$ cat config.mk
export PLATFORM = sky130hd
export DESIGN_NAME = jk_cmd_sequencer
export DESIGN_NICKNAME = d
export VERILOG_FILES = /design/src/rtl/jk_cmd_pkg.sv /design/src/rtl/jk_cmd_fifo.sv /design/src/rtl/jk_cmd_sequencer.sv
export SDC_FILE = /design/constraint.sdc
export NUM_CORES = 1
export LEC_CHECK = 0
export ABC_CLOCK_PERIOD_IN_PS = 2900
export BUFFER_PORTS_ARGS = -buffer_cell sky130_fd_sc_hd__buf_2
export CAP_MARGIN = 20
export CORE_UTILIZATION = 58
export CTS_CLUSTER_DIAMETER = 120
export DETAILED_ROUTE_END_ITERATION = 10
export GPL_TIMING_DRIVEN = 1
export MAX_ROUTING_LAYER = met4
export PLACE_DENSITY = 0.84
export SYNTH_ARGS = -nofsm -noshare
export SYNTH_HDL_FRONTEND = slang
export SYNTH_SLANG_ARGS = --single-unit
$ cat constraint.sdc
create_clock -name clock -period 2.9 [get_ports clock]
set_input_delay 0.58 -clock clock [delete_from_list [all_inputs] [get_ports clock]]
set_output_delay 0.58 -clock clock [all_outputs]
set_load 0.1 [all_outputs]
$ cat src/rtl/jk_cmd_pkg.sv
// jk_cmd_pkg: shared types for the JK command sequencer.
// Op and FSM enums, j/k encoding and expected-Q helpers.
package jk_cmd_pkg;

  typedef enum logic [1:0] {
    OP_HOLD   = 2'd0,
    OP_SET    = 2'd1,
    OP_CLEAR  = 2'd2,
    OP_TOGGLE = 2'd3
  } op_e;

  typedef enum logic [1:0] {
    ST_IDLE  = 2'd0,
    ST_DRIVE = 2'd1,
    ST_CHECK = 2'd2
  } state_e;

  // returns {j, k}
  function automatic logic [1:0] jk_enc(input op_e op);
    logic [1:0] v;
    v = 2'b00;
    case (op)
      OP_HOLD:   v = 2'b00;
      OP_SET:    v = 2'b10;
      OP_CLEAR:  v = 2'b01;
      OP_TOGGLE: v = 2'b11;
      default:   v = 2'b00;
    endcase
    return v;
  endfunction

  function automatic logic jk_expect(
    input op_e  op,
    input logic q_prev
  );
    logic v;
    v = q_prev;
    case (op)
      OP_HOLD:   v = q_prev;
      OP_SET:    v = 1'b1;
      OP_CLEAR:  v = 1'b0;
      OP_TOGGLE: v = ~q_prev;
      default:   v = q_prev;
    endcase
    return v;
  endfunction

endpackage

$ cat src/rtl/jk_cmd_fifo.sv
// jk_cmd_fifo: synchronous command FIFO, power-of-two depth.
// Registered occupancy; head is read combinationally.
module jk_cmd_fifo #(
  parameter int FIFO_DEPTH = 4
) (
  input  logic                          clock,
  input  logic                          reset,
  input  logic                          push,
  input  logic [1:0]                    wdata,
  input  logic                          pop,
  output logic [1:0]                    rdata,
  output logic                          full,
  output logic                          empty,
  output logic [$clog2(FIFO_DEPTH):0]   count
);

  localparam int AW = $clog2(FIFO_DEPTH);
  localparam int CW = AW + 1;

  logic [1:0]    r_mem [FIFO_DEPTH];
  logic [AW-1:0] r_wptr;
  logic [AW-1:0] r_rptr;
  logic [CW-1:0] r_count;
  logic          w_push;
  logic          w_pop;

  assign full  = (r_count == CW'(FIFO_DEPTH));
  assign empty = (r_count == '0);
  assign count = r_count;
  assign rdata = r_mem[r_rptr];

  assign w_push = push && !full;
  assign w_pop  = pop && !empty;

  // pointers and occupancy; reset discards contents
  always_ff @(posedge clock) begin
    if (reset) begin
      r_wptr  <= '0;
      r_rptr  <= '0;
      r_count <= '0;
    end else begin
      if (w_push)
        r_wptr <= r_wptr + AW'(1);
      if (w_pop)
        r_rptr <= r_rptr + AW'(1);
      case ({w_push, w_pop})
        2'b10:   r_count <= r_count + CW'(1);
        2'b01:   r_count <= r_count - CW'(1);
        default: r_count <= r_count;
      endcase
    end
  end

  // storage write
  always_ff @(posedge clock) begin
    if (w_push)
      r_mem[r_wptr] <= wdata;
  end

endmodule

$ cat src/rtl/jk_cmd_sequencer.sv
// jk_cmd_sequencer: queues JK commands and drives j/k one cycle each.
// Macro JK_CMD_FEEDBACK_CHECK_EN enables the q feedback check on err.
module jk_cmd_sequencer
  import jk_cmd_pkg::*;
#(
  parameter int FIFO_DEPTH = 4
) (
  input  logic       clock,
  input  logic       reset,
  input  logic       cmd_valid,
  input  logic [1:0] cmd_op,
  output logic       cmd_ready,
  output logic       j,
  output logic       k,
  input  logic       q,
  output logic       busy,
  output logic       done,
  output logic       err
);

  localparam int CW = $clog2(FIFO_DEPTH) + 1;

  state_e        r_state;
  state_e        w_next;
  op_e           r_op;
  logic          r_j;
  logic          r_k;
  logic          w_pop;
  logic          w_done;
  logic          w_full;
  logic          w_empty;
  logic [1:0]    w_head;
  logic [CW-1:0] w_count;

  jk_cmd_fifo #(
    .FIFO_DEPTH(FIFO_DEPTH)
  ) u_fifo (
    .clock (clock),
    .reset (reset),
    .push  (cmd_valid),
    .wdata (cmd_op),
    .pop   (w_pop),
    .rdata (w_head),
    .full  (w_full),
    .empty (w_empty),
    .count (w_count)
  );

  assign cmd_ready = !w_full;
  assign busy      = (r_state != ST_IDLE) || (w_count != '0);
  assign done      = w_done;
  assign j         = r_j;
  assign k         = r_k;

  // state register
  always_ff @(posedge clock) begin
    if (reset)
      r_state <= ST_IDLE;
    else
      r_state <= w_next;
  end

  // next state, pop and done
  always_comb begin
    w_next = r_state;
    w_pop  = 1'b0;
    w_done = 1'b0;
    unique case (r_state)
      ST_IDLE: begin
        if (!w_empty) begin
          w_pop  = 1'b1;
          w_next = ST_DRIVE;
        end
      end
      ST_DRIVE: w_next = ST_CHECK;
      ST_CHECK: begin
        w_done = 1'b1;
        w_next = ST_IDLE;
      end
      default: w_next = ST_IDLE;
    endcase
  end

  // latch popped op; j/k high only for the DRIVE cycle
  always_ff @(posedge clock) begin
    if (reset) begin
      r_op <= OP_HOLD;
      r_j  <= 1'b0;
      r_k  <= 1'b0;
    end else if (w_pop) begin
      r_op       <= op_e'(w_head);
      {r_j, r_k} <= jk_enc(op_e'(w_head));
    end else begin
      r_j <= 1'b0;
      r_k <= 1'b0;
    end
  end

`ifdef JK_CMD_FEEDBACK_CHECK_EN
  logic r_q_prev;

  // q before the JK edge, used to predict the post-edge value
  always_ff @(posedge clock) begin
    if (reset)
      r_q_prev <= 1'b0;
    else if (r_state == ST_DRIVE)
      r_q_prev <= q;
  end

  assign err = w_done && (q != jk_expect(r_op, r_q_prev));
`else
  logic w_unused_q;

  assign w_unused_q = q;
  assign err        = 1'b0;
`endif

endmodule

==> key figures, run 1 <==
Outcome
  – Status: finished, final reports clean

Logic synthesis
  – Post-Syn Nets: 90
  – Synthesized instance count: about 80
  – Top cell type's share of synthesized area: 0.274
  – FF+latch count, synth: 21
  – Yosys top cell by area: dfxtp_1
  – Post-synthesis cell type count: 28
  – Mapped Area: 948 um^2
  – Top area cells in the synthesized netlist: dfxtp_1 (27%), edfxtp_1 (25%), ha_1 (6.6%), mux2_4 (4.7%), mux4_2 (4.7%)
  – Yosys Warn Count: 0
  – Seq/Total Area, Yosys: 0.528
  – Avg Inst Size Synth: about 12 um^2

Placement
  – DP HPWL: a little over 1000 um
  – Routability Congestion: between 0.7 and 0.8
  – I/O Buffers: 9
  – Placed Area: 1000 um^2
  – Setup WS pre-CTS: 0.683 ns

Worst hold path
  – WHS Path Cells: 1
  – Hold Crit Start: r_state[1]
  – Min-delay worst type: reg2reg
  – WHS Endpoint: r_state[1]

Timing
  – Fmax: 494 MHz
  – Final WS setup: between 0.8 and 0.9 ns
  – # setup viols final: 0
  – Final hold violation count: 0
  – RSZ-0062 raised after global routing: false
  – Final Cycle Share: 0.698
  – Fin crit period: 2.02 ns
  – Clock Skew: 0.00935 ns
  – Final setup TNS: 0 ns
  – Slew Viols, Final: 0

Global routing
  – GRT Overall Usage: 0.173
  – Global-route wire length before repair: 2210 um
  – Vias in the first global route: 584
  – Largest net degree at the start of global routing: 16
  – Remaining global-route overflow: 0
  – Initial antenna violation count: 0

Routing
  – Routed WL per cell: 11.8 um
  – DRT Pass-1 Iters: 4
  – Via-to-Cell Ratio: 5.22
  – Vias: 548
  – Final ANT Viol Nets: 0
  – DR DRC count: 0
  – Number of DRC markers in iteration 0: 4
  – Routed WL: 1240 um

Setup path
  – Worst reg2reg setup slack: 0.88 ns
  – CP required: roughly 3.1 ns
  – Number of buffers and inverters on the critical path: 2
  – Worst Setup End Kind: flip-flop
  – CP top delay family: simple AND/OR/NAND/NOR gates
  – CP Max Fanout: 4
  – Cell chain of the critical path: nor3_2 > nand2b_4 > inv_4 > ha_1 > inv_1 > fa_1 > xor2_1 > or3_1 > a21oi_1
  – Reg-to-Reg End: u_fifo.count[2]
  – CP max-delay cell: dfxtp_1
  – CP Class: reg2reg
  – CP peak stage delay: ~0.44 ns
  – CP Launch Type: flip-flop
  – Critical path arrival: 2.26 ns
  – R2r worst-path depth: 9
  – Reg-to-reg startpoint: u_fifo.count[0]

Final layout
  – Commonest cells after routing, fill and taps aside: dfxtp_1 (13), nor2_1 (9), buf_2 (9)
  – Area Growth Syn to Fin: 8.71%
  – Most common cell after layout, fill and taps aside: dfxtp_1
  – Layout cells sized above 1: 0.258
  – Fin nets: about 100
  – Fin util: 0.677
  – Antenna diodes: 0
  – Finished Cell Area: 1030 um^2

Clock network
  – PostCTS Resize Cnt: 0
  – CTS tree: done
  – H-tree levels: 1
  – Buffer levels on the longest clock path: 2
  – CTS sink cnt: 21
  – Worst skew pair latency: 0.30 ns
  – TritonCTS buffer count: 3
  – Postcts setup bufs: 0
  – CTS Root Cell: clkbuf_4
  – Hold Buf Count CTS: 0
  – Clock transition at path regs: 0.11 ns

Die
  – # IOs: 12
  – FP Rows: 14
  – Starting density of the core: 0.622
  – Die area: between 1500 and 2000 um^2
  – Die Ht: 42.4 um
  – Core outline area: approximately 1500 um^2
  – Chip width: 42.4 um

Job
  – # Max-Cap Violations: 0
==> worst reg2reg max path: cells and delay by family (launching register included) <==
kind / cells / cell delay [ns]
and+or+nand+nor: 3 / 0.56
DFF: 1 / 0.44
AOI/OAI and AO/OA: 1 / 0.13
adders and majority gates: 2 / 0.55
xor gates and xnor gates: 1 / 0.15
buffers and inverters: 2 / 0.14
==> registers in the layout, summed over array words and instances (netlist names), named ones only <==
signal / count
u_fifo.r_rptr: 2
u_fifo.count: 3
k: 1
j: 1
u_fifo.r_wptr: 2
u_fifo.r_mem: 8
r_state: 2
==> through the flow <==
step	cells	hold slack [ns]
floorplan	78	0.433
global placement	101	0.448
detailed placement	101	0.453
CTS	105	0.467
global route	105	0.478
finish	105	0.467
==> how the worst max path moves through the flow <==
stage	from	to	cells after the start
floorplan	r_state[1]	done	1
global placement	cmd_valid	u_fifo.count[2]	9
detailed placement	cmd_valid	u_fifo.count[2]	9
CTS	u_fifo.count[2]	u_fifo.count[2]	9
global route	u_fifo.count[0]	u_fifo.count[2]	9
finish	u_fifo.count[0]	u_fifo.count[2]	9
==> synth_stat cells (all sizes together) <==
cell	instances
nor2	10
and3b	1
mux2	4
buf	2
nor2b	3
nor3	1
fa	1
o21ai	1
ha	5
mux4	2
nand2	2
conb	1
a21oi	2
xor2	2
nand2b	3
dfxtp	13
a21boi	1
and2	4
edfxtp	8
or3	1
mux2i	1
inv	7
nor3b	3
==> layout make-up <==
class / instances / area [um^2]
inverters: 7 / 28.8
clock inverters: 1 / 7.51
multi-input cells: 48 / 407
flip-flops and latches: 21 / 500
well taps: 16 / 20.0
fillers: 117 / 493
repair buffers: 9 / 45.0
clock buffers: 3 / 22.5
==> cell families after synthesis <==
group           share of synthesized area
other cells                       0.00395
compound gates                     0.0277
mux                                 0.117
xor+xnor                           0.0185
simple gates                        0.174
flops                               0.528
fa+ha+maj                          0.0871
buf+inv                            0.0435
==> per-layer routing <==
metal / vias up / share of wire / track usage
li1: 279 / - / -
met3: 4 / 0.025 / 0.0388
met5: - / 0 / -
met4: 0 / 0.027 / 0.0938
met2: 10 / 0.51 / 0.326
met1: 255 / 0.43 / 0.156
Power of run 1 is not shown: default switching activity piles up to over one toggle a cycle in this logic, so the estimate is an artifact.
==> inputs of run 2 (changes only) <==
--- a/config.mk
+++ b/config.mk
@@ -5,15 +5,16 @@
 export SDC_FILE = /design/constraint.sdc
 export NUM_CORES = 1
 export LEC_CHECK = 0
-export ABC_CLOCK_PERIOD_IN_PS = 2900
+export ABC_AREA = 1
+export ABC_CLOCK_PERIOD_IN_PS = 2100
 export BUFFER_PORTS_ARGS = -buffer_cell sky130_fd_sc_hd__buf_2
 export CAP_MARGIN = 20
-export CORE_UTILIZATION = 58
+export CORE_UTILIZATION = 54
 export CTS_CLUSTER_DIAMETER = 120
 export DETAILED_ROUTE_END_ITERATION = 10
 export GPL_TIMING_DRIVEN = 1
 export MAX_ROUTING_LAYER = met4
-export PLACE_DENSITY = 0.84
+export PLACE_DENSITY = 0.79
 export SYNTH_ARGS = -nofsm -noshare
 export SYNTH_HDL_FRONTEND = slang
 export SYNTH_SLANG_ARGS = --single-unit
==> constraint.sdc (replaced) <==
create_clock -name clock -period 2.1 [get_ports clock]
set_input_delay 0.42 -clock clock [delete_from_list [all_inputs] [get_ports clock]]
set_output_delay 0.42 -clock clock [all_outputs]
set_load 0.1 [all_outputs]
==> run 2 against run 1 <==
  * The run now ends with DRC left
  * Die area up 6.2%
  * Clock-buffer cell count did not move
  * First-iteration DRC count grew to 3.0 times the previous value
  * Routed wire length rose by 5.1%
  * Via count up 20%
  * Global-route usage is 1.1 points higher
  * Sequential share of layout area shrank 0.12 points
  * Final cell count rose by 30%
  * Critical path depth decreased by 5
==> key figures, run 2 <==
Logic synthesis
  – Mapped Area: 941 um^2 (-0.79%)
  – Simple-gate area share of the yosys netlist: 0.226 (+0.0519)
  – Yosys top cell by area: dfxtp_1
  – Post-Syn Nets: 120 (+33%)
  – Compound-Gate Fraction of Synth Area: 0.0585 (+0.0308)
  – Largest family of logic cells by synthesized area: simple AND/OR/NAND/NOR gates
  – Yosys Warn Count: 0 (unchanged)
  – Synthesized instance count: 108 (+38%)
  – Top cell type's share of synthesized area: 0.277 (+0.00219)
  – Top post-synthesis cells by count: nand2_1 (20), inv_1 (18), nor2_1 (18), dfxtp_1 (13), edfxtp_1 (8)
  – Avg Inst Size Synth: 8.71 um^2 (-28%)
  – Asr flop ratio synth: 0 (unchanged)
  – Most numerous cell in the Yosys netlist: nand2_1
  – FF+latch count, synth: 21 (unchanged)
  – Post-synthesis cell type count: 18 (-36%)
  – Seq/Total Area, Yosys: 0.532 (+0.00421)
  – Mux cell area share after synthesis: 0 (-0.117)
  – Top area cells in the synthesized netlist: dfxtp_1 (28%), edfxtp_1 (26%), nand2_1 (8.0%), inv_1 (7.2%), nor2_1 (7.2%)
  – Adder-Cell Fraction of Synth Area: 0.0878 (+0.000695)
  – Ys flop type: dfxtp_1
  – Xor/xnor share of the synthesized area: 0 (-0.0185)
  – Number of synthesized flops with an enable pin: 8 (unchanged)

Setup path
  – Crit path to: busy
  – Reg-to-reg startpoint: u_fifo.count[0]
  – Reg-to-Reg End: u_fifo.count[2]
  – Worst Setup SP: u_fifo.count[0]
  – CP Launch Type: flip-flop
  – Worst reg2reg setup slack: 0.29 ns (-0.59 ns)
  – Cell chain of the critical path: inv_2 > nand3_4 > or2_2 > buf_2
  – CP required: 1.68 ns (-1.46 ns)
  – Worst Setup End Kind: output port
  – R2r worst-path depth: 12 (+3)
  – CP max-delay cell: dfxtp_1
  – Number of buffers and inverters on the critical path: 2 (unchanged)
  – CP Class: reg2out
  – CP Max Fanout: 6 (+2)
  – Crit path depth: 4 (-5)
  – CP peak stage delay: 0.33 ns (-0.11 ns)
  – CP top delay family: buffers and inverters
  – Critical path arrival: 1.45 ns (-0.81 ns)

Global routing
  – GRT Overall Usage: 0.184 (+0.0107)
  – Vias in the first global route: 646 (+11%)
  – Largest net degree at the start of global routing: 13 (-3)
  – Initial antenna violation count: 0 (unchanged)
  – Grt met1 use: 0.187 (+0.0306)
  – GR peak layer: met2
  – Remaining global-route overflow: 0 (unchanged)
  – Global-route wire length before repair: 2460 um (+12%)
  – Met2 Track Usage GR: 0.328 (+0.00220)
  – GRT met3 Usage: 0.0625 (+0.0237)

Clock network
  – Clock transition at path regs: 0.11 ns (about the same)
  – Worst skew pair latency: 0.30 ns (about the same)
  – Postcts setup bufs: 0 (unchanged)
  – Buffer levels on the longest clock path: 2 (unchanged)
  – PostCTS Resize Cnt: 0 (unchanged)
  – H-tree levels: 1 (unchanged)
  – TritonCTS buffer count: 3 (unchanged)
  – CTS tree: done
  – CTS sink cnt: 21 (unchanged)
  – CTS Root Cell: clkbuf_4
  – Hold Buf Count CTS: 0 (unchanged)

Power and ir drop
  – Internal: 780 uW
  – Part of the power in registers: 0.381
  – Leak pwr: 0.000495 uW
  – Clk pwr share: 0.121
  – Max VDD drop: 824 uV
  – Net Sw Frac: 0.481
  – Comb power frac: 0.498
  – Psw: 723 uW
  – Pwr Density: 1450 nW/um^2

Die
  – Die area: 1910 um^2 (+6.2%)
  – Starting density of the core: 0.604 (-0.0188)
  – FP Rows: 14 (unchanged)
  – Core outline area: 1560 um^2 (+2.3%)
  – # IOs: 12 (unchanged)
  – Chip width: 43.7 um (+3.1%)
  – Die Ht: 43.7 um (+3.1%)

Timing
  – Fmax: 535 MHz
  – Slew Viols, Final: 0 (unchanged)
  – Min Hold Slack: 0.279 ns (-0.187 ns)
  – Final Cycle Share: 0.890
  – Final setup TNS: 0 ns (unchanged)
  – # setup viols final: 0 (unchanged)
  – Final hold violation count: 0 (unchanged)
  – Fin crit period: about 1.9 ns
  – Clock Skew: 0.0120 ns (+0.00265 ns)
  – RSZ-0062 raised after global routing: false

Worst hold path
  – Min-delay worst type: in2reg
  – WHS Path Cells: 2 (+1)

Routing
  – Routed WL per cell: 9.57 um (-19%)
  – Final ANT Viol Nets: 0 (unchanged)
  – Via-to-Cell Ratio: 4.82 (-7.6%)
  – DR DRC count: 1 (+1)
  – Routed WL: 1300 um (+5.1%)
  – DRT Pass-1 Iters: 7 (+3)
  – Number of DRC markers in iteration 0: 12 (+8)
  – Vias: 656 (+20%)

Outcome
  – Status: finished with violations
  – Failing checks: DRC

Final layout
  – Antenna diodes: 0 (unchanged)
  – Largest register FFs: 8 (unchanged)
  – Most common cell after layout, fill and taps aside: nand2_1
  – Most flops, register: u_fifo.r_mem
  – Area Growth Syn to Fin: 9.84%
  – Fin nets: 133 (+30%)
  – Commonest cells after routing, fill and taps aside: nand2_1 (20), inv_1 (18), nor2_1 (18)
  – Layout cells sized above 1: 0.167 (-0.0918)

Placement
  – Routability Congestion: 0.820 (+13%)
  – I/O Buffers: 9 (unchanged)
  – DP HPWL: 1080 um (+7.3%)

Job
  – # Max-Cap Violations: 0 (unchanged)
==> run 2: changes by cell type in the layout (fill, tap and decap cells not counted), sizes merged, moves of 2 or more <==
cell and change:
nor2b -3, o21ai +3, mux4 -2, nor3b -3
and2 -4, nand3 +6, nand2b -3, mux2 -4
a21oi +5, nor2 +8, nand2 +18, inv +14
xor2 -2
==> run 2: how the worst min path moves through the flow <==
stage                           from          to
final                          reset  r_state[1]
after global routing           reset  r_state[1]
after CTS                      reset  r_state[1]
after floorplan           r_state[1]  r_state[1]
after detailed placement  r_state[1]  r_state[1]
after global placement    r_state[1]  r_state[1]
==> run 2: per-stage QoR <==
| step | utilization | power, uW | std cells | setup slack [ns] | area (um^2) |
|---|---|---|---|---|---|
| final | 0.663 | 1500 | 136 | 0.232 | 1030 |
| after global routing | 0.663 | 1640 | 136 | 0.0372 | 1030 |
| after CTS | 0.663 | 1520 | 136 | 0.213 | 1030 |
| after detailed placement | 0.645 | 1340 | 132 | 0.299 | 1010 |
| after global placement | 0.645 | 1300 | 132 | 0.336 | 1010 |
| after floorplan | - | 1220 | 108 | 0.0696 | 948 |
==> run 2: kinds of logic (layout without fill, tap and decap cells) <==
family,after synthesis,in the layout
AOI/OAI and AO/OA,11,11
adders and majority gates,6,6
buffers and inverters,22,34
DFF,21,21
other,1,1
and+or+nand+nor,47,47
==> run 2: cell type report <==
| cell class | count | area [um^2] |
|---|---|---|
| clock buffer | 3 | 22.5 |
| clock inverter | 1 | 5.00 |
| tap | 16 | 20.0 |
| sequential | 21 | 500 |
| fill | 125 | 526 |
| timing repair buffer | 9 | 45.0 |
| inverter | 21 | 78.8 |
| multi-input combinational | 65 | 362 |
==> run 2: power by group through the flow <==
stage	Combinational (uW)	Clock (uW)	Sequential (uW)
floorplan	552	0	663
global placement	722	0	579
detailed placement	753	0	583
CTS	755	191	573
global route	844	208	584
finish	749	182	572
==> run 2: layer usage <==
| metal | wire [um] | share of wire |
|---|---|---|
| met3 | 66 | 0.051 |
| met2 | 706 | 0.54 |
| met4 | 9 | 0.0069 |
| met1 | 519 | 0.40 |
| met5 | 0 | 0 |
Note: power is estimated with default switching activity, not from simulation.
